### config.mk
export PLATFORM = sky130hd
export DESIGN_NAME = cp0_exc_ctrl
export DESIGN_NICKNAME = d
export VERILOG_FILES = /design/src/rtl/cp0_exc_ctrl.sv
export SDC_FILE = /design/constraint.sdc
export NUM_CORES = 1
export LEC_CHECK = 0
export CORE_ASPECT_RATIO = 1.2
export CORE_UTILIZATION = 42
export DETAILED_ROUTE_END_ITERATION = 8
export GPL_TIMING_DRIVEN = 1
export HOLD_SLACK_MARGIN = 0.03
export PLACE_DENSITY_LB_ADDON = 0.3
export SYNTH_ARGS = -nofsm -noshare
export SYNTH_HDL_FRONTEND = slang
export SYNTH_SLANG_ARGS = --single-unit
### constraint.sdc
create_clock -name clk -period 1.9 [get_ports clk]
set_input_delay 0.285 -clock clk [delete_from_list [all_inputs] [get_ports clk]]
set_output_delay 0.285 -clock clk [all_outputs]
set_load 0.03 [all_outputs]
### src/rtl/cp0_exc_ctrl.sv
// -----------------------------------------------------------------------------
// cp0_exc_ctrl
//
// Exception / interrupt sequencer in front of the CP0 register file.
// Owns the single CP0 write port and shares it between the CPU mtc0 path
// and the exception engine. On an exception, interrupt or eret it stalls the
// pipeline, writes EPC, Cause and Status in a fixed order, then pulses a PC
// redirect. Shadow copies of Status, EPC and Cause are kept locally, so the
// CP0 read port is never used.
//
// Optional feature (macro CP0_BADVADDR_EN):
//   Adds input exc_badvaddr and parameter BADV_ADDR. For AdEL/AdES (ExcCode
//   4/5) an extra SAVE_BADV state writes the faulting address between the
//   Cause and Status writes.
//
// Ports:
//   clk, rst_n       clock (rising edge), asynchronous active-low reset
//   irq[5:0]         level-sensitive interrupt lines -> Status/Cause bit 10+i
//   exc_req          synchronous exception request from the pipeline
//   exc_code[4:0]    ExcCode belonging to exc_req
//   exc_pc[31:0]     PC of the faulting / interrupted instruction
//   eret             eret instruction in execute
//   cpu_we           mtc0 write request
//   cpu_waddr[4:0]   mtc0 target register
//   cpu_wdata[31:0]  mtc0 data
//   exc_badvaddr     (CP0_BADVADDR_EN only) faulting data/instr address
//   stall            freezes the pipeline
//   redirect         one-cycle PC-load pulse
//   redirect_pc      new PC, valid while redirect = 1
//   cp0_we           CP0 write enable
//   cp0_waddr        CP0 write address
//   cp0_wdata        CP0 write data
// -----------------------------------------------------------------------------
module cp0_exc_ctrl #(
  parameter logic [31:0] EXC_VECTOR  = 32'h0000_0180,
  parameter logic [4:0]  STATUS_ADDR = 5'd12,
  parameter logic [4:0]  CAUSE_ADDR  = 5'd13,
  parameter logic [4:0]  EPC_ADDR    = 5'd14
`ifdef CP0_BADVADDR_EN
  ,
  parameter logic [4:0]  BADV_ADDR   = 5'd8
`endif
) (
  input  logic        clk,
  input  logic        rst_n,
  input  logic [5:0]  irq,
  input  logic        exc_req,
  input  logic [4:0]  exc_code,
  input  logic [31:0] exc_pc,
  input  logic        eret,
  input  logic        cpu_we,
  input  logic [4:0]  cpu_waddr,
  input  logic [31:0] cpu_wdata,
`ifdef CP0_BADVADDR_EN
  input  logic [31:0] exc_badvaddr,
`endif
  output logic        stall,
  output logic        redirect,
  output logic [31:0] redirect_pc,
  output logic        cp0_we,
  output logic [4:0]  cp0_waddr,
  output logic [31:0] cp0_wdata
);

  // ---------------------------------------------------------------------------
  // State encoding
  // ---------------------------------------------------------------------------
  typedef enum logic [2:0] {
    S_IDLE        = 3'd0,
    S_SAVE_EPC    = 3'd1,
    S_SAVE_CAUSE  = 3'd2,
    S_SAVE_STATUS = 3'd3,
    S_ERET_STATUS = 3'd4,
    S_REDIRECT    = 3'd5
`ifdef CP0_BADVADDR_EN
    ,
    S_SAVE_BADV   = 3'd6
`endif
  } state_e;

  localparam logic [31:0] EXL_MASK = 32'h0000_0002;

  state_e      state_q, state_d;

  // Shadow registers
  logic [31:0] status_q, status_d;
  logic [31:0] epc_q,    epc_d;
  logic [31:0] cause_q,  cause_d;
  // Set when the running sequence was started by eret (redirect to EPC).
  logic        ret_q,    ret_d;

`ifdef CP0_BADVADDR_EN
  logic [31:0] badv_q,      badv_d;
  logic        need_badv_q, need_badv_d;
`endif

  // ---------------------------------------------------------------------------
  // Event decode in IDLE, in strict priority order:
  //   exception > pending interrupt > eret > mtc0
  // ---------------------------------------------------------------------------
  logic       in_idle;
  logic       irq_pending;
  logic       take_exc;
  logic       take_irq;
  logic       take_trap;
  logic       take_eret;
  logic       take_mtc0;
  logic [4:0] trap_code;

  assign in_idle     = (state_q == S_IDLE);
  // IE set, EXL clear, and at least one unmasked line asserted.
  assign irq_pending = status_q[0] & ~status_q[1] & (|(irq & status_q[15:10]));

  assign take_exc  = in_idle & exc_req;
  assign take_irq  = in_idle & ~exc_req & irq_pending;
  assign take_trap = take_exc | take_irq;
  assign take_eret = in_idle & ~exc_req & ~irq_pending & eret;
  // A cpu_we coinciding with any accepted event is dropped: the redirect that
  // follows flushes the instruction that issued it.
  assign take_mtc0 = in_idle & ~take_trap & ~eret & cpu_we;

  assign trap_code = take_exc ? exc_code : 5'd0;

  // ---------------------------------------------------------------------------
  // Next-state logic
  // ---------------------------------------------------------------------------
  // NOTE: every combinational output gets a default before the case statement,
  // so no path leaves a signal unassigned and no latch is inferred.
  always_comb begin
    state_d = state_q;
    unique case (state_q)
      S_IDLE: begin
        if (take_trap) begin
          state_d = S_SAVE_EPC;
        end else if (take_eret) begin
          state_d = S_ERET_STATUS;
        end
      end
      S_SAVE_EPC:    state_d = S_SAVE_CAUSE;
`ifdef CP0_BADVADDR_EN
      S_SAVE_CAUSE:  state_d = need_badv_q ? S_SAVE_BADV : S_SAVE_STATUS;
      S_SAVE_BADV:   state_d = S_SAVE_STATUS;
`else
      S_SAVE_CAUSE:  state_d = S_SAVE_STATUS;
`endif
      S_SAVE_STATUS: state_d = S_REDIRECT;
      S_ERET_STATUS: state_d = S_REDIRECT;
      S_REDIRECT:    state_d = S_IDLE;
      default:       state_d = S_IDLE;
    endcase
  end

  // ---------------------------------------------------------------------------
  // Shadow register next-state logic
  // ---------------------------------------------------------------------------
  always_comb begin
    status_d = status_q;
    epc_d    = epc_q;
    cause_d  = cause_q;
    ret_d    = ret_q;
`ifdef CP0_BADVADDR_EN
    badv_d      = badv_q;
    need_badv_d = need_badv_q;
`endif

    if (take_trap) begin
      // Everything the sequence writes is captured now; inputs are ignored
      // until the sequence returns to IDLE.
      epc_d   = exc_pc;
      cause_d = {16'b0, irq, 3'b0, trap_code, 2'b0};
      ret_d   = 1'b0;
`ifdef CP0_BADVADDR_EN
      badv_d      = exc_badvaddr;
      need_badv_d = take_exc & ((exc_code == 5'd4) | (exc_code == 5'd5));
`endif
    end else if (take_eret) begin
      ret_d = 1'b1;
    end else if (take_mtc0) begin
      // Only Status and EPC are mirrored; other targets (including register
      // 0) are forwarded to CP0 without touching the shadows.
      if (cpu_waddr == STATUS_ADDR) begin
        status_d = cpu_wdata;
      end
      if (cpu_waddr == EPC_ADDR) begin
        epc_d = cpu_wdata;
      end
    end

    // EXL follows the Status value written to CP0 in the same cycle.
    if (state_q == S_SAVE_STATUS) begin
      status_d = status_q | EXL_MASK;
    end else if (state_q == S_ERET_STATUS) begin
      status_d = status_q & ~EXL_MASK;
    end
  end

  // ---------------------------------------------------------------------------
  // Output decode. Sequence writes are Moore outputs of the state register;
  // in IDLE the mtc0 path and the first stall cycle are combinational.
  // ---------------------------------------------------------------------------
  always_comb begin
    stall       = 1'b0;
    redirect    = 1'b0;
    redirect_pc = 32'h0;
    cp0_we      = 1'b0;
    cp0_waddr   = 5'd0;
    cp0_wdata   = 32'h0;

    unique case (state_q)
      S_IDLE: begin
        stall = take_trap | take_eret;
        if (take_mtc0) begin
          cp0_we    = 1'b1;
          cp0_waddr = cpu_waddr;
          cp0_wdata = cpu_wdata;
        end
      end
      S_SAVE_EPC: begin
        stall     = 1'b1;
        cp0_we    = 1'b1;
        cp0_waddr = EPC_ADDR;
        cp0_wdata = epc_q;
      end
      S_SAVE_CAUSE: begin
        stall     = 1'b1;
        cp0_we    = 1'b1;
        cp0_waddr = CAUSE_ADDR;
        cp0_wdata = cause_q;
      end
`ifdef CP0_BADVADDR_EN
      S_SAVE_BADV: begin
        stall     = 1'b1;
        cp0_we    = 1'b1;
        cp0_waddr = BADV_ADDR;
        cp0_wdata = badv_q;
      end
`endif
      S_SAVE_STATUS: begin
        stall     = 1'b1;
        cp0_we    = 1'b1;
        cp0_waddr = STATUS_ADDR;
        cp0_wdata = status_q | EXL_MASK;
      end
      S_ERET_STATUS: begin
        stall     = 1'b1;
        cp0_we    = 1'b1;
        cp0_waddr = STATUS_ADDR;
        cp0_wdata = status_q & ~EXL_MASK;
      end
      S_REDIRECT: begin
        stall       = 1'b1;
        redirect    = 1'b1;
        redirect_pc = ret_q ? epc_q : EXC_VECTOR;
      end
      default: begin
        stall = 1'b0;
      end
    endcase
  end

  // ---------------------------------------------------------------------------
  // Registers
  // ---------------------------------------------------------------------------
  // NOTE: sequential state is updated only with non-blocking assignments so
  // every register samples the pre-edge values of the others.
  always_ff @(posedge clk or negedge rst_n) begin
    if (!rst_n) begin
      state_q <= S_IDLE;
    end else begin
      state_q <= state_d;
    end
  end

  // NOTE: the shadows are a handful of flops, not a memory array, and must
  // come out of reset at zero so IE=0 masks interrupts until software sets it.
  always_ff @(posedge clk or negedge rst_n) begin
    if (!rst_n) begin
      status_q <= 32'h0;
      epc_q    <= 32'h0;
      cause_q  <= 32'h0;
      ret_q    <= 1'b0;
    end else begin
      status_q <= status_d;
      epc_q    <= epc_d;
      cause_q  <= cause_d;
      ret_q    <= ret_d;
    end
  end

`ifdef CP0_BADVADDR_EN
  always_ff @(posedge clk or negedge rst_n) begin
    if (!rst_n) begin
      badv_q      <= 32'h0;
      need_badv_q <= 1'b0;
    end else begin
      badv_q      <= badv_d;
      need_badv_q <= need_badv_d;
    end
  end
`endif

endmodule

* After elaboration in Yosys (flattened, before gate mapping)
Cells that the tools add are included.
** Word-level totals
- Memories kept :: 0
- Output and inout bits :: 72
- Word-level logic and storage cells :: 77
- Bits of input ports :: 85
- Bits in latches :: 0
- Register bits :: 79
- Bits in read-only memories :: 0
- RAM bits :: 0
** Operators by class
- Bitwise logic cells :: 21
- Multipliers :: 0
- Reductions and logical operators :: 13
- Add/sub/neg operators :: 0
- Shift-type cells :: 0
- Div/mod/pow operators :: 0
- $lt $le $gt $ge :: 0
- Mux-type cells :: 26
- Eq/ne operators :: 11
** Operators with widths (number)
- $mux W32 :: 7
- $pmux W32 S5 :: 1
- $pmux W5 S4 :: 1
- $mux W2 :: 6
- $pmux W3 S4 :: 1
- $and A1 B1 Y1 :: 10
- $eq A5 B4 Y1 const B :: 2
- $mux W5 :: 2
- $ne A3 B1 Y1 const B :: 3
- $not A1 Y1 :: 8
- $and A6 B6 Y6 :: 1
- $eq A3 B2 Y1 const B :: 2
- $eq A3 B3 Y1 const B :: 2
- $mux W3 :: 2
- $reduce_and A6 Y1 :: 1
- $reduce_bool A2 Y1 :: 3
- $reduce_bool A3 Y1 :: 2
- $reduce_or A6 Y1 :: 1
- $reduce_or A5 Y1 :: 1
- $mux W1 :: 4
- $pmux W1 S2 :: 2
- $reduce_and A4 Y1 :: 1
- $reduce_or A4 Y1 :: 1
- $eq A3 B1 Y1 const B :: 1
- 5 further kinds :: 6

* Depth between registers and ports, before layout
Gate-level depths: netlist (run 1).
- Depth after elaboration :: 14
- Mapped depth :: 8
- Depth with buffers taken out :: 6

* Least setup slack after synthesis (run 1)
Ideal clock, no wire load.
- Path type :: reg-to-output
- From :: register state_q[2]
- To :: output stall
- Buffers on the path :: 2
- Setup slack :: -0.122 ns
- Cell stages (with the launch flop) :: 7
- Required time :: 1.615 ns
- Data arrival time :: 1.737 ns
- Cells stage by stage :: dfrtp_1 buf_2 nand2b_1 nor2_1 clkbuf_1 nor2_1 a21oi_1
** On the way
- Longest elaborated chain between the ends :: 6
- Elaborated cells on any way between the ends :: 15
- Those cells by class :: 5 x eq/ne; 1 x mux; 7 x bitwise; 2 x reduce/logical
** RTL lines
- from (decl) :: RTL line 83 : state_e state_q, state_d;
- from (signal assigned) :: RTL line 270 : state_q <= state_d;
- $logic_not A3 Y1 :: RTL line 110, 209
- $and A1 B1 Y1 :: RTL line 115, 117
- $and A1 B1 Y1 (on tied branches) :: RTL line 115, 117
- $or A1 B1 Y1 or $and A1 B1 Y1 (tied branches) :: RTL line 116, 117
- $or A1 B1 Y1 :: RTL line 211 : stall = take_trap | take_eret;
- $pmux W1 S2 * :: RTL line 209 : unique case (state_q)
- to (decl) :: RTL line 57 : output logic stall,
Every way passes the cells marked *; elsewhere a longest branch is shown, timed or not.

* Worst setup path in the final report (run 1)
- From :: register status_q[10]
- To :: output cp0_waddr[0]
** On the way
- Longest elaborated chain between the ends :: 11
** RTL lines
- from (decl) :: RTL line 86 : logic [31:0] status_q, status_d;
- from (signal assigned) :: RTL line 283 : status_q <= status_d;
- $and A6 B6 Y6 :: RTL line 112 : assign irq_pending = status_q[0] & ~status_q[1] & (|(irq & status_q[15:10]));
- $reduce_or A6 Y1 :: RTL line 112
- $and A1 B1 Y1 :: RTL line 112
- $and A1 B1 Y1 :: RTL line 115 : assign take_irq = in_idle & ~exc_req & irq_pending;
- $or A1 B1 Y1 :: RTL line 116 : assign take_trap = take_exc | take_irq;
- $not A1 Y1 (no source line)
- $and A1 B1 Y1 (3 in series) :: RTL line 120 : assign take_mtc0 = in_idle & ~take_trap & ~eret & cpu_we;
- $mux W5 :: RTL line 212 : if (take_mtc0) begin
- $pmux W5 S4 :: RTL line 209
- to (decl) :: RTL line 61 : output logic [4:0] cp0_waddr,
No other way between the ends.

==> flow_summary_export.csv, run 1 <==
group,metric,value,unit
logic_synthesis,postSynth.asyncResetShare,100,%
pwr,ir_drop,746,uV
logic_synthesis,mappedNetlistArea,0.00487,mm^2
pwr,net-switching-power,4590,uW
global_routing,grt_first_pass_wirelength,26400,um
global_routing,grt_most_used_layer,"met2",
timing,final_hold_viol_count,0,
clock_tree,max-clock-path-buffers,2,
global_routing,use_met2,49.3,%
pwr,post-layout-total-power,11200,uW
clock_tree,tritoncts,"yes",
routing,number_of_iterations_in_the_first_detailed_routing_pass,5,
cells_and_area,layout.area.seq,0.00198,mm^2
timing,hold_ws,257,ps
die,die_width,100,um
setup_path,reg2reg_from,"state_q[1]$_DFFE_PN0P_",
timing,worst_clock_skew,5.35,ps
cells_and_area,finish.instance_area,0.00817,mm^2
global_routing,antenna_found_initial,0,
routing,dr_total_vias,4841,
pwr,power_density,1370,mW/mm^2
global_routing,met1_usage,34.1,%
routing,post_drt_wl_per_cell,21.9,um
place,placed_cell_area,0.00698,mm^2
die,area_of_the_placeable_core,0.0111,mm^2
setup_path,timing.setup.critical_path_class,"reg2out",
setup_path,timing.critical_path.from,"status_q[10]$_DFFE_PN0P_",
die,floorplan.die_area,0.0120,mm^2
cells_and_area,nNetsFinal,749,
timing,timing.max_slew.rel_slack,57.4,%
logic_synthesis,yosys_warn_count,0,
worst_hold_path,timing.hold.worst.class,"in2reg",
setup_path,critical_path.reg2reg.endpoint,"status_q[10]$_DFFE_PN0P_",
pwr,cellInternalPower,6630,uW
global_routing,global_route.usage.met3,5.18,%
routing,antenna_violating_nets_post_route,0,
cells_and_area,multi_input_area,0.00277,mm^2
die,fp.dieH,120,um
logic_synthesis,syn_inst,446,
setup_path,crit_path_start_kind,"register",
logic_synthesis,synth-main-ff-cell,"sky130_fd_sc_hd__dfrtp_1",
timing,max_freq,419,MHz
cells_and_area,final.fill_count,752,
clock_tree,cts_inserted_buffers,9,
global_routing,global_route.usage.total,28.8,%
setup_path,worstPathRequired,1620,ps
cells_and_area,layout-drive-gt1-share,45.6,%
setup_path,critPathMaxFanout,6,
global_routing,grt.overflow.total,0,
timing,worst_slew_pin_slew,640,ps
timing,grt_setup_unrepaired,"yes",
setup_path,critPathArrivalTime,2100,ps
clock_tree,numClockSinks,79,
logic_synthesis,synth.avg_cell_area,10.9,um^2
place,dp_hpwl,11400,um
setup_path,reg2regPathDepth,7,
cells_and_area,syn_to_final_growth,67.9,%
cells_and_area,n_antenna_cell,0,
place,place_congestion,0.879,
timing,setup_violations,101,
die,initial_utilization,43.7,%
cells_and_area,final_core_util,73.3,%
global_routing,grt_pass1_vias,5004,
logic_synthesis,ys_ff_latch,79,
logic_synthesis,synth-seq-area-share,40.6,%
timing,fin_crit_sh,126,%
logic_synthesis,postSynthNetCount,533,
timing,period_minus_slack,2390,ps
pwr,pwr-share-clk,14.0,%
die,floorplan.rows,42,
pwr,switching_share,40.9,%
timing,timing.final.max_slew_violations,0,
clock_tree,root_buffer,"sky130_fd_sc_hd__clkbuf_16",
timing,timing.final.ws_setup,-486,ps
clock_tree,cts_htree_levels,3,
pwr,power.share.sequential,24.0,%
outcome,violations,"negative setup slack",
setup_path,worstSetupEndpoint,"cp0_waddr[0]",
die,io_pins,157,
clock_tree,worstSkewPairLatency,340,ps
routing,viasPerCell,5.90,
clock_tree,worst_setup_hold_path_clk_slew,60,ps
global_routing,grt_start_max_net_pins,46,
place,port_buffers,156,
pwr,p_comb_share,62.0,%
setup_path,crit_end_category,"output pin",
routing,detailedRoute.firstIterationViolations,301,
pwr,p_leak,0.00384,uW
routing,routed_wl,18000,um
job,drv.max_cap_violation_count,0,
logic_synthesis,synth.lib_cells_used.distinct,47,
logic_synthesis,synth-edff-count,0,
routing,route.detailed.drc,0,
setup_path,rrSetupSlack,-150,ps
outcome,status,"finished, violations left",
-- Yosys cell counts (2+ instances only) --
cell                         n  area share, %
sky130_fd_sc_hd__dfrtp_1    79             41
sky130_fd_sc_hd__and3_1      2           0.26
sky130_fd_sc_hd__ha_1        2           0.51
sky130_fd_sc_hd__a22o_1     20            3.6
sky130_fd_sc_hd__inv_1      39            3.0
sky130_fd_sc_hd__o31ai_1     2           0.31
sky130_fd_sc_hd__mux2_2     18            4.2
sky130_fd_sc_hd__nor3_1      3           0.31
sky130_fd_sc_hd__a22oi_1    43            6.6
sky130_fd_sc_hd__nor2b_1     3           0.39
sky130_fd_sc_hd__a21o_1     23            3.5
sky130_fd_sc_hd__buf_2      12            1.2
sky130_fd_sc_hd__and2_1     31            4.0
sky130_fd_sc_hd__a22oi_2     3           0.77
sky130_fd_sc_hd__nand2b_1    2           0.26
sky130_fd_sc_hd__o2bb2ai_1   2           0.36
sky130_fd_sc_hd__buf_6       6            1.4
sky130_fd_sc_hd__a221o_1    11            2.3
sky130_fd_sc_hd__nand2_1     2           0.15
sky130_fd_sc_hd__clkbuf_1   18            1.4
sky130_fd_sc_hd__mux2_4     30            9.3
sky130_fd_sc_hd__buf_12      3            1.2
sky130_fd_sc_hd__buf_4       5           0.77
sky130_fd_sc_hd__o32ai_1    32            5.8
sky130_fd_sc_hd__a32o_1      6            1.2
sky130_fd_sc_hd__a21oi_1     6           0.62
sky130_fd_sc_hd__nor2_1     20            1.5
sky130_fd_sc_hd__a31o_2      4           0.72
-- placed cells by master, fill, tap and decap left out, types with 3 or more instances in the layout --
cell type and count:
sky130_fd_sc_hd__clkinv_2 3, sky130_fd_sc_hd__dfrtp_1 79, sky130_fd_sc_hd__and2_4 31, sky130_fd_sc_hd__buf_6 78, sky130_fd_sc_hd__a31o_2 3, sky130_fd_sc_hd__a32o_1 5, sky130_fd_sc_hd__o32ai_1 24, sky130_fd_sc_hd__o32ai_2 8
sky130_fd_sc_hd__buf_8 4, sky130_fd_sc_hd__buf_4 55, sky130_fd_sc_hd__a221o_1 10, sky130_fd_sc_hd__inv_1 38, sky130_fd_sc_hd__a22oi_2 3, sky130_fd_sc_hd__a21o_1 18, sky130_fd_sc_hd__dlymetal6s2s_1 5, sky130_fd_sc_hd__a21o_4 5
sky130_fd_sc_hd__mux2_4 31, sky130_fd_sc_hd__mux2_2 17, sky130_fd_sc_hd__a21oi_1 4, sky130_fd_sc_hd__a22o_1 20, sky130_fd_sc_hd__a22oi_1 43, sky130_fd_sc_hd__buf_12 24, sky130_fd_sc_hd__clkbuf_16 12, sky130_fd_sc_hd__nor2_1 18
sky130_fd_sc_hd__clkdlybuf4s50_1 78
-- power groups by stage --
stage               Combinational, uW  Clock [uW]  Sequential, uW
CTS                              6520        1580            2660
detailed placement               6030           0            2670
floorplan                        3650           0            2520
global placement                 5920           0            2630
finish                           6960        1570            2690
global route                     7310        1660            2760
-- layer usage --
| layer | up-vias | part of all wire (%) |
|---|---|---|
| met5 | - | 0 |
| met4 | 0 | 3.0 |
| met3 | 44 | 7.0 |
| met2 | 241 | 51 |
| met1 | 2432 | 39 |
| li1 | 2124 | - |
-- how the worst min path moves through the flow --
stage / startpoint / end / slack (ps) / depth (start not counted)
2_1_floorplan: rst_n / cause_q[10]$_DFFE_PN0N_ / -10 / 0
3_3_place_gp: rst_n / status_q[20]$_DFFE_PN0P_ / 340 / 1
3_5_place_dp: rst_n / epc_q[20]$_DFFE_PN0P_ / 340 / 1
4_1_cts: cause_q[5]$_DFFE_PN0N_ / cause_q[5]$_DFFE_PN0N_ / 500 / 1
5_1_grt: irq[1] / cause_q[11]$_DFFE_PN0N_ / 290 / 2
6_report: irq[1] / cause_q[11]$_DFFE_PN0N_ / 260 / 2
-- sequential cells by signal, summed over array words and instances, names as in the netlist --
signal,cells
state_q,3
ret_q,1
status_q,32
epc_q,32
cause_q,11
-- worst max-delay path: stages, from the launching register on --
cell,delay [ps]
sky130_fd_sc_hd__dfrtp_1,390
sky130_fd_sc_hd__a22oi_2,280
sky130_fd_sc_hd__a31oi_4,150
sky130_fd_sc_hd__nor4b_4,280
sky130_fd_sc_hd__buf_6,200
sky130_fd_sc_hd__buf_12,140
sky130_fd_sc_hd__a41o_4,210
sky130_fd_sc_hd__buf_12,120
-- layout make-up --
class / instances / share of cell area (%)
inverters: 39 / 1.79
multi-input cells: 283 / 34.0
clock buffers: 11 / 2.97
repair buffers: 250 / 34.5
flip-flops and latches: 79 / 24.2
well taps: 154 / 2.36
clock inverters: 4 / 0.276
-- stage by stage --
step / TNS [ps] / worst slack (ps) / cells
finish: -25940 / -486 / 820
global route: -31310 / -543 / 820
CTS: -24810 / -524 / 814
detailed placement: -40670 / -542 / 782
global placement: -41210 / -527 / 782
floorplan: -804 / -55.4 / 446
-- repair_timing --
item	4_1_cts	5_1_grt
cloned	5	4
gates resized for setup	94	69
pin swaps	21	18
endpoints found under the hold margin	43	0
endpoints found under the setup margin	102	139
hold buffers	1	0
setup buffers	11	5
-- cells by family (layout without fill, tap and decap cells) --
| kind of cell | count (synthesis) | in the layout | share of synthesized area [%] |
|---|---|---|---|
| AOI/OAI and AO/OA | 163 | 163 | 27.9 |
| buffers and inverters | 84 | 304 | 9.10 |
| DFF | 79 | 79 | 40.6 |
| and+or+nand+nor | 70 | 70 | 8.48 |
| muxes | 48 | 48 | 13.4 |
| adders and majority gates | 2 | 2 | 0.514 |
Power figures use the tool's default switching activity.
==> inputs of run 2 (changes only) <==
Settings changed: CORE_MARGIN set to 3, CORE_UTILIZATION 42 to 47.
Clock period 1.9 ns to 2.6 ns, I/O delays scaled along.
==> run 2 against run 1 <==
The run now ends clean. Setup slack gained 550 ps. Global-route usage shrank 1.8 points. Wire length shrank 11%. Clock power decreased by 17%. Critical path type unchanged. Cell area down 15%. Final cell count decreased by 10%. Worst hold slack lost 27 ps. Count of clock-buffer cells in the layout up 2. Combinational power down 40%. First-iteration DRC count decreased by 17%. Flip-flop and latch count unchanged. Clock skew down 0.93 ps.
==> flow_summary_export.csv, run 2 (synthesis results as in run 1) <==
group,metric,value,unit
outcome,status,"finished clean",
timing,hold_ws,230,ps
clock_tree,tritoncts,"yes",
cells_and_area,most_frequent_cells_in_the_layout,"87 x sky130_fd_sc_hd__buf_4, 78 x sky130_fd_sc_hd__dfrtp_1, 78 x sky130_fd_sc_hd__clkdlybuf4s50_1, 43 x sky130_fd_sc_hd__a22oi_1, 38 x sky130_fd_sc_hd__inv_1",
pwr,power_density,1060,mW/mm^2
setup_path,crit_path_start_kind,"register",
clock_tree,numClockSinks,79,
cells_and_area,syn_to_final_growth,43.1,%
timing,timing.final.max_slew_violations,0,
place,dp_hpwl,10900,um
die,initial_utilization,48.4,%
setup_path,crit_path_top_cell_by_count,"sky130_fd_sc_hd__buf_4",
routing,route.detailed.drc,0,
setup_path,rrSetupSlack,480,ps
cells_and_area,final.fill_count,767,
routing,number_of_iterations_in_the_first_detailed_routing_pass,6,
global_routing,grt.overflow.total,0,
routing,post_drt_wl_per_cell,21.8,um
clock_tree,max-clock-path-buffers,2,
place,port_buffers,156,
timing,max_freq,395,MHz
global_routing,grt_first_pass_wirelength,25000,um
global_routing,grt_pass1_vias,4676,
cells_and_area,layout-drive-gt1-share,31.4,%
setup_path,critPathMaxFanout,14,
setup_path,critPathArrivalTime,2140,ps
cells_and_area,layout.cells.most_common,"sky130_fd_sc_hd__buf_4",
setup_path,worst-path-buf-inv,2,
clock_tree,root_buffer,"sky130_fd_sc_hd__clkbuf_16",
timing,setup_violations,0,
routing,antenna_violating_nets_post_route,0,
clock_tree,cts_inserted_buffers,9,
timing,timing.max_slew.rel_slack,32.2,%
pwr,ir_drop,643,uV
cells_and_area,n_antenna_cell,0,
setup_path,crit_family,"flip-flops",
setup_path,crit_end_category,"output pin",
clock_tree,worst_setup_hold_path_clk_slew,60,ps
die,area_of_the_placeable_core,0.0101,mm^2
job,drv.max_cap_violation_count,0,
routing,routed_wl,16000,um
cells_and_area,reg.largest.list,"epc_q: 32 flops, status_q: 32 flops, cause_q: 11 flops",
setup_path,critical_path.reg2reg.endpoint,"cause_q[15]$_DFFE_PN0N_",
clock_tree,cts_htree_levels,3,
setup_path,timing.critical_path.depth,6,
timing,timing.final.ws_setup,69.1,ps
die,floorplan.die_area,0.0116,mm^2
setup_path,cpMaxStageDelayCell,"sky130_fd_sc_hd__dfrtp_2",
setup_path,crit_chain,"buf_4 > mux2_2 > a22oi_1 > nor2_1 > a221o_1 > buf_4",
cells_and_area,nNetsFinal,690,
global_routing,global_route.usage.total,26.9,%
timing,fin_crit_sh,97.3,%
clock_tree,worstSkewPairLatency,330,ps
setup_path,reg2reg_from,"status_q[1]$_DFFE_PN0P_",
routing,dr_total_vias,4498,
setup_path,reg2regPathDepth,7,
die,io_pins,157,
timing,worst_clock_skew,4.42,ps
timing,worst_slew_pin_slew,1020,ps
place,place_congestion,0.927,
setup_path,worstPathRequired,2210,ps
die,fp.dieH,117,um
global_routing,antenna_found_initial,0,
global_routing,grt_start_max_net_pins,80,
setup_path,timing.setup.critical_path_class,"reg2out",
routing,detailedRoute.firstIterationViolations,249,
worst_hold_path,timing.hold.worst.class,"in2async",
timing,final_hold_viol_count,0,
clock_tree,holdBufCountCts,0,
die,die_width,98.9,um
die,floorplan.rows,40,
place,post_placement_worst_setup_slack,-14.2,ps
timing,period_minus_slack,2530,ps
routing,viasPerCell,6.13,
setup_path,cpPeakStageDelay,530,ps
pwr,p_leak,0.00337,uW
## run 2: changes by cell type in the layout (fill, tap and decap cells not counted), moves of 8 or more
cell                      change
sky130_fd_sc_hd__buf_6       -74
sky130_fd_sc_hd__o32ai_1      +8
sky130_fd_sc_hd__and2_1      +30
sky130_fd_sc_hd__and2_4      -31
sky130_fd_sc_hd__buf_4       +32
sky130_fd_sc_hd__buf_12      -10
sky130_fd_sc_hd__o32ai_2      -8
## run 2: how the worst max path moves through the flow
stage / startpoint / endpoint / slack, ps
after detailed placement: irq[1] / cp0_waddr[0] / -10
after global routing: state_q[1]$_DFFE_PN0P_ / cp0_wdata[12] / -20
after floorplan: state_q[2]$_DFFE_PN0P_ / stall / 470
after CTS: irq[0] / cp0_wdata[19] / 7
after global placement: irq[1] / cp0_waddr[0] / 50
final: state_q[1]$_DFFE_PN0P_ / cp0_wdata[2] / 70
## run 2: per-layer routing
| metal | GRT usage [%] | vias up | share of wire [%] |
|---|---|---|---|
| met3 | 4.56 | 44 | 6.4 |
| met1 | 34.6 | 2228 | 40 |
| met4 | 11.6 | 0 | 3.6 |
| met5 | 0 | - | 0 |
| li1 | - | 2007 | - |
| met2 | 44.4 | 219 | 50 |
## run 2: stage by stage
| step | instances | setup TNS [ps] | cell area, um^2 | utilization, % | total power [uW] |
|---|---|---|---|---|---|
| after floorplan | 446 | 0 | 4870 | - | 4450 |
| after global placement | 712 | 0 | 6530 | 64.9 | 5940 |
| after detailed placement | 712 | -21.0 | 6530 | 64.9 | 6030 |
| after CTS | 730 | 0 | 6880 | 68.4 | 7380 |
| after global routing | 734 | -30.1 | 6960 | 69.2 | 7780 |
| final | 734 | 0 | 6960 | 69.2 | 7410 |
## run 2: area by class of cell
type | count | area, um^2 | area share [%]
Multi-Input combinational cell | 283 | 2480 | 35.7
Sequential cell | 79 | 1980 | 28.4
Timing Repair Buffer | 191 | 1890 | 27.1
Clock buffer | 13 | 270 | 3.88
Tap cell | 126 | 158 | 2.26
Inverter | 39 | 146 | 2.10
Clock inverter | 3 | 40.0 | 0.575
## run 2: what timing repair did
| action | in CTS | in global routing |
|---|---|---|
| hold endpoints to repair | 0 | 0 |
| setup endpoints to repair | 17 | 35 |
| gates cloned | 1 | 1 |
| pin swaps | 3 | 6 |
| buffers inserted | 1 | 3 |
| resized for setup | 2 | 13 |
## run 2: power breakdown
| group | switching, uW | internal (uW) | leakage [uW] | total [uW] |
|---|---|---|---|---|
| Combinational | 2250 | 1900 | 0.00226 | 4150 |
| Clock | 485 | 819 | 0.000156 | 1300 |
| Sequential | 320 | 1640 | 0.000961 | 1960 |
| Total | 3050 | 4360 | 0.00337 | 7410 |
